[config.mk]
export PLATFORM = sky130hd
export DESIGN_NAME = stream_rr_arbiter
export DESIGN_NICKNAME = d
export VERILOG_FILES = /design/src/rtl/stream_rr_arbiter.sv
export SDC_FILE = /design/constraint.sdc
export NUM_CORES = 1
export LEC_CHECK = 0
export CAP_MARGIN = 20
export CORE_MARGIN = 2
export CORE_UTILIZATION = 44
export CTS_CLUSTER_DIAMETER = 120
export DETAILED_ROUTE_END_ITERATION = 7
export GPL_ROUTABILITY_DRIVEN = 0
export PLACE_DENSITY = 0.88
export SLEW_MARGIN = 20
export SYNTH_ARGS = -nofsm -noshare
export SYNTH_HDL_FRONTEND = slang
export SYNTH_HIERARCHICAL = 1
export SYNTH_SLANG_ARGS = --single-unit
export TNS_END_PERCENT = 30
[constraint.sdc]
create_clock -name clk -period 8.2 [get_ports clk]
set_input_delay 0.82 -clock clk [delete_from_list [all_inputs] [get_ports clk]]
set_output_delay 0.82 -clock clk [all_outputs]
set_load 0.05 [all_outputs]
[src/rtl/stream_rr_arbiter.sv]
// Packet-aware round-robin arbiter: merges N valid/ready streams into one
// registered output stage; a winner keeps the grant until its last beat.

module stream_rr_arbiter_lane #(
    parameter int WIDTH = 32
) (
    input  logic             sel,
    input  logic             slot_free,
    input  logic             valid,
    input  logic             last,
    input  logic [WIDTH-1:0] data,
    output logic             ready,
    output logic             take,
    output logic [WIDTH-1:0] data_masked,
    output logic             last_masked
);
    // ready never looks at data, so there is no data->ready combinational path
    assign ready       = slot_free & sel;
    assign take        = ready & valid;
    assign data_masked = take ? data : '0;
    assign last_masked = take & last;
endmodule

module stream_rr_arbiter #(
    parameter int WIDTH = 32,
    parameter int N     = 4,
    parameter int IDW   = $clog2(N)
) (
    input  logic               clk,
    input  logic               rst,
    input  logic [N*WIDTH-1:0] req_data_in,
    input  logic [N-1:0]       req_valid_in,
    input  logic [N-1:0]       req_last_in,
    output logic [N-1:0]       req_ready_out,
    output logic [WIDTH-1:0]   data_out,
    output logic               last_out,
    output logic [IDW-1:0]     grant_id_out,
    output logic               valid_down_out,
    input  logic               ready_down_in
);
    typedef enum logic {IDLE, LOCKED} state_t;
    typedef logic [IDW:0] idx_t;

    typedef struct packed {
        logic [WIDTH-1:0] data;
        logic             last;
        logic [IDW-1:0]   id;
    } beat_t;

    state_t                  state;
    logic [IDW-1:0]          ptr;
    logic [IDW-1:0]          gnt;
    logic [IDW-1:0]          win;
    logic                    win_vld;
    logic [IDW-1:0]          next_ptr;
    logic                    slot_free;
    logic [N-1:0]            sel;
    logic [N-1:0]            take;
    logic [N-1:0]            last_m;
    logic [N-1:0][WIDTH-1:0] data_m;
    logic                    accept;
    beat_t                   acc_beat;
    beat_t                   out_q;
    logic                    out_vld;

    assign slot_free = !out_vld | ready_down_in;

    // Rotating search from ptr; scanning offsets high-to-low lets the
    // smallest offset win. The wrap is a subtract so N need not be 2^k.
    always_comb begin
        idx_t idx;
        win     = '0;
        win_vld = 1'b0;
        idx     = '0;
        if (state == LOCKED) begin
            win     = gnt;
            win_vld = 1'b1;
        end else begin
            for (int k = N - 1; k >= 0; k--) begin
                idx = {1'b0, ptr} + idx_t'(k);
                if (idx >= idx_t'(N))
                    idx = idx - idx_t'(N);
                for (int j = 0; j < N; j++) begin
                    if (idx == idx_t'(j) && req_valid_in[j]) begin
                        win     = IDW'(j);
                        win_vld = 1'b1;
                    end
                end
            end
        end
    end

    assign next_ptr = (win == IDW'(N - 1)) ? '0 : win + IDW'(1);

    for (genvar i = 0; i < N; i++) begin : g_lane
        assign sel[i] = win_vld && (win == IDW'(i));
        stream_rr_arbiter_lane #(.WIDTH(WIDTH)) u_lane (
            .sel         (sel[i]),
            .slot_free   (slot_free),
            .valid       (req_valid_in[i]),
            .last        (req_last_in[i]),
            .data        (req_data_in[i*WIDTH +: WIDTH]),
            .ready       (req_ready_out[i]),
            .take        (take[i]),
            .data_masked (data_m[i]),
            .last_masked (last_m[i])
        );
    end

    always_comb begin
        acc_beat      = '0;
        acc_beat.id   = win;
        acc_beat.last = |last_m;
        for (int i = 0; i < N; i++)
            acc_beat.data = acc_beat.data | data_m[i];
    end

    assign accept = |take;

    // Output register: loads on accept, drains on downstream ready
    always_ff @(posedge clk or posedge rst) begin
        if (rst) begin
            out_q   <= '0;
            out_vld <= 1'b0;
        end else if (accept) begin
            out_q   <= acc_beat;
            out_vld <= 1'b1;
        end else if (ready_down_in) begin
            out_vld <= 1'b0;
        end
    end

    always_ff @(posedge clk or posedge rst) begin
        if (rst) begin
            state <= IDLE;
            ptr   <= '0;
            gnt   <= '0;
        end else if (accept) begin
            if (state == IDLE) begin
                if (acc_beat.last) begin
                    ptr <= next_ptr;
                end else begin
                    state <= LOCKED;
                    gnt   <= win;
                end
            end else if (acc_beat.last) begin
                state <= IDLE;
                ptr   <= next_ptr;
            end
        end
    end

    assign data_out       = out_q.data;
    assign last_out       = out_q.last;
    assign grant_id_out   = out_q.id;
    assign valid_down_out = out_vld;
endmodule

# Word level (Yosys, flattened, before mapping)
# Cells that the tools add are included.
[totals]
out_inout_bits = 40
input_bits = 139
register_bits = 41
wordCells = 132
[classes]
reduce_logical = 31
mux = 49
n_lt_le_gt_ge = 4
bitwise = 18
n_addsub = 8
eq_ne = 15
[op_table]
columns = ["operator", "count"]
rows = [
  ["32-bit 2-to-1 mux", 4],
  ["32-bit OR", 3],
  ["2-bit 2-to-1 mux", 16],
  ["3-bit by 2-bit == test with 1-bit output (second input constant)", 8],
  ["3-bit 2-to-1 mux", 8],
  ["1-bit 2-to-1 mux", 21],
  ["1-bit logical AND", 20],
  ["1-bit bitwise AND", 12],
  ["3-bit by 1-bit == test with 1-bit output (second input constant)", 4],
  ["3-bit logical NOT", 4],
  ["3-bit >= comparator (second input constant)", 3],
  ["3-bit subtractor (second input constant)", 3],
  ["4-bit OR reduction", 2],
  ["2-bit by 2-bit adder with 3-bit output (second input constant)", 2],
  ["2-bit == test (second input constant)", 2],
  ["2-bit by 1-bit adder with 3-bit output (second input constant)", 1],
  ["2-bit by 3-bit >= comparator with 1-bit output (second input constant)", 1],
  ["3-bit AND reduction", 1],
  ["2-bit by 3-bit subtractor with 3-bit output (second input constant)", 1],
  ["2-bit by 1-bit adder with 2-bit output (second input constant)", 1],
  ["2-bit by 1-bit == test with 1-bit output (second input constant)", 1],
  ["2-bit logical NOT", 1],
  ["1-bit inverter", 2],
  ["2-bit AND reduction", 1],
  ["3 further kinds", 3],
]

# Depth between registers and ports, before layout
[depth]
ltp_word = 30
mapped_depth = 14
ltp_nobuf = 11

# Cells and area by module
# Netlist, hierarchy kept.
[modules_own_cells]
columns = ["mod", "seq_area_each_um2", "instances", "area_per_inst_um2", "cells_per_inst"]
rows = [
  ["stream_rr_arbiter", 1026.0, 1, 1973.1, 206],
  ["stream_rr_arbiter_lane", 0.0, 4, 374.1, 44],
]

# Least setup slack after synthesis
# Ideal clock, no wire load.
[synth_path]
path_kind = "input-to-output"
start = "input port req_valid_in[0]"
end = "output port req_ready_out[3]"
arrival_ns = 2.570
slack_ns = 4.810
path_buffers = 1
required_ns = 7.380
path_stages = 8
cell_sequence = "nand2b_1 -> o2bb2ai_1 -> o31ai_2 -> and2_1 -> ha_1 -> a21boi_1 -> buf_4 -> and2_1"
[synth_rtl]
columns = ["item", "line_no", "text"]
rows = [
  ["start: declaration", "32", "input logic [N-1:0] req_valid_in,"],
  ["end: declaration", "34", "output logic [N-1:0] req_ready_out,"],
]

==> reports/summary.txt <==
Run status: complete, no violations
Transition time at the pin with the least slew margin: 986.2 ps
Critical path startpoint category: input port
Power density over cell area: 308.1 nW/µm²
Maximum fanout encountered on the critical timing path: 41
Antenna violations before repair: 0
Sink count of the clock tree: 41
Top area cells in the synthesized netlist: sky130_fd_sc_hd__dfrtp_1 (30%), sky130_fd_sc_hd__and4_1 (29%), sky130_fd_sc_hd__buf_4 (8.4%)
Worst rel slew slack: 0.3426
Final setup violation count: 0
Unrepaired setup endpoints after global routing: false
DR pass1 iterations: 4
Max incr delay on CP: 800 ps
Area of the mapped netlist: 3470 µm²
DIE WIDTH: 92.80 µm
Slowest CP cell: sky130_fd_sc_hd__clkdlybuf4s50_1
Post-synthesis net count: 525
MaxCap Viol Count: 0
Count of buffers added by post-CTS timing repair for setup: 0
Post-synthesis sequential area ratio: 0.2957
Final core utilization: 0.6859
Wire length per cell after detailed routing: 19.36 µm
Crit path capture type: output pin
Worst-case hold slack: 486.3 ps
Cells after synthesis: 382
Worst-path cell chain: clkdlybuf4s50_1, buf_4, inv_2, o2bb2ai_1, o31ai_2, and2_1, ha_1, a21boi_2, buf_4, and2_1, clkdlybuf4s50_1
Layout overhead on the synthesized area: 51.97%
Wire length after detailed routing: 12,290 µm
Post-DP HPWL: 8396 µm
Library cell used as clock root buffer: sky130_fd_sc_hd__clkbuf_8
First-pass GRT wire length: 19,340 µm
Max-slew violation count: 0
Library cell occupying the most area in the post-synthesis netlist: sky130_fd_sc_hd__dfrtp_1
Post-cts repair resize count: 0
Worst-skew pair later-pin latency: 290 ps
Number of placement rows: 32
Cts-stage hold buffer count: 0
# port buffers: 178
Crit path time final: 5323 ps
Cell family with most CP delay: buffers and inverters
Antenna diodes: 0
Die H: 92.80 µm
Worst EP required: 7380 ps
Io pins: 179
Highest ir drop seen on vdd: 0.2827 mV
Net count reported at finish: 675
DRC violations left: 0
Total GRT Usage: 0.2788
Hold violation count in the final report: 0
Overall die area: 8612 µm²
Clock tree from TritonCTS: done
Clock tree buffer depth: 2
Bufs and invs on worst path: 5
Top-area cell type share of the netlist area: 0.2957
Number of storage elements in the synthesis netlist: 41
Total number of H-tree levels: 2
Non-filler cells in the finished layout: 635
Total number of vias: 3,851
Final cell area excluding filler cells: 5273 µm²
Core region area: 7687 µm²
Drt initial violations: 239
Maximum clock rate: 0.1879 GHz
Pin count of the biggest net entering global routing: 142
Leakage power summed over all cells: 0.002127 µW
Synthesized area per cell: 9.083 µm²
Via count of the first global-routing pass: 3,826
Effective utilization at floorplan: 0.4513
Hold Crit Class: flip-flop to flip-flop
Setup Skew: 5.741 ps
Cell area after placement: 5156 µm²
Arrival @ worst endpoint: 4500 ps
Post-placement cell count: 627
Via density: 6.065
Warnings from Yosys: 6
ANT nets after route: 0
Number of library cell types mapped by synthesis: 37
Final cycle utilization of the critical path: 0.6491
CTS buffer count: 5
Clock transition at the registers of the reported paths: 80 ps
Total negative slack: 0 ps
Layout cells sized above 1: 0.08818
Grt ovf: 0
Crit Path Category: input port to output pin
registers in the layout, indices dropped and copies added (netlist names):
name            cells
state               1
ptr                 2
valid_down_out      1
data_out           32
gnt                 2
grant_id_out        2
last_out            1
power by group:
group          internal (µW)  total [µW]  switching [µW]
logic                    410        1130             719
registers                273         326            53.0
clock network           99.3         169            69.4
total                    783        1620             841
cell usage after synthesis:
cell,n
sky130_fd_sc_hd__nand2b_1,4
sky130_fd_sc_hd__and2_0,1
sky130_fd_sc_hd__and4_1,116
sky130_fd_sc_hd__o31ai_1,2
sky130_fd_sc_hd__nor4_1,33
sky130_fd_sc_hd__and2_1,5
sky130_fd_sc_hd__nor4_2,1
sky130_fd_sc_hd__o2bb2ai_1,1
sky130_fd_sc_hd__and3_1,4
sky130_fd_sc_hd__or4_4,1
sky130_fd_sc_hd__a21o_1,2
sky130_fd_sc_hd__a211oi_2,1
sky130_fd_sc_hd__inv_1,3
sky130_fd_sc_hd__clkbuf_1,3
sky130_fd_sc_hd__nand2_2,1
sky130_fd_sc_hd__a21oi_1,2
sky130_fd_sc_hd__o21a_1,2
sky130_fd_sc_hd__buf_2,3
sky130_fd_sc_hd__nor2_1,7
sky130_fd_sc_hd__o21ai_1,32
sky130_fd_sc_hd__ha_1,4
sky130_fd_sc_hd__nor2b_1,1
sky130_fd_sc_hd__a22o_1,2
sky130_fd_sc_hd__dfrtp_1,41
sky130_fd_sc_hd__a31oi_1,3
sky130_fd_sc_hd__o22a_1,1
sky130_fd_sc_hd__mux2_4,1
sky130_fd_sc_hd__buf_4,39
sky130_fd_sc_hd__o21ai_0,2
sky130_fd_sc_hd__mux2_1,1
sky130_fd_sc_hd__a311oi_1,1
sky130_fd_sc_hd__nand2_1,39
sky130_fd_sc_hd__inv_2,1
sky130_fd_sc_hd__mux2_2,1
sky130_fd_sc_hd__o31ai_2,1
sky130_fd_sc_hd__a21boi_1,4
sky130_fd_sc_hd__and4_2,16
layout by cell type, fill, tap and decap left out, drive strengths merged:
cell type and n:
nor2b 1, o2bb2ai 1, o22a 1, o21ai 34, dfrtp 41, clkbuf 7, a31oi 3, clkinv 1
and2 6, mux2 3, a21oi 2, bufinv 1, clkdlybuf4s50 177, nand2b 4, a22o 2, a21boi 4
and3 4, or4 1, a311oi 1, and4 132, o31ai 3, a21o 2, nor4 34, inv 3
nor2 7, a211oi 1, buf 11, ha 4, o21a 2, nand2 40
kinds of logic after synthesis:
group,synth area share
and+or+nand+nor,0.4840
AOI/OAI and AO/OA,0.09881
buffers and inverters,0.09628
DFF,0.2957
adders and majority gates,0.01443
muxes,0.01082
worst register-to-register path: cells and delay by family (launching register included):
kind | cells | cell delay (ps)
and+or+nand+nor | 4 | 920
buffers and inverters | 2 | 720
adders and majority gates | 1 | 200
muxes | 1 | 350
DFF | 1 | 560
AOI/OAI and AO/OA | 3 | 830
through the flow:
step | setup WS, ps | total power, µW
6_report | 2878 | 1624
5_1_grt | 2703 | 1734
4_1_cts | 2931 | 1626
3_5_place_dp | 2949 | 1452
3_3_place_gp | 2490 | 1425
2_1_floorplan | 4810 | 1146
cell type report:
class                   count  area, µm²
clock buffers               7      86.33
clock inverters             1      30.03
fillers                   618       2415
inverters                   4      15.01
multi-input cells         292       2136
flip-flops and latches     41       1026
well taps                 102      127.6
repair buffers            188       1852
path summary, 6_finish.rpt:
kind	slack, ps	end	depth (start not counted)	startpoint
max in group asynchronous	6840	data_out[6]$_DFFE_PP0P_	3	rst
setup / recovery	2880	req_ready_out[1]	11	req_valid_in[1]
hold reg to reg	490	data_out[10]$_DFFE_PP0P_	2	data_out[10]$_DFFE_PP0P_
min in group asynchronous	960	data_out[23]$_DFFE_PP0P_	3	rst
setup reg to reg	4520	ptr[1]$_DFFE_PP0P_	11	ptr[0]$_DFFE_PP0P_
hold / removal	490	data_out[10]$_DFFE_PP0P_	2	data_out[10]$_DFFE_PP0P_
layer usage:
| metal | share of wire | track usage | vias to the layer above |
|---|---|---|---|
| met2 | 0.50 | 0.4825 | 192 |
| met3 | 0.080 | 0.04963 | 25 |
| met4 | 0.019 | 0.09436 | 0 |
| li1 | - | - | 1838 |
| met5 | 0 | 0 | - |
| met1 | 0.40 | 0.3495 | 1796 |
(Power assumes the default switching activity.)
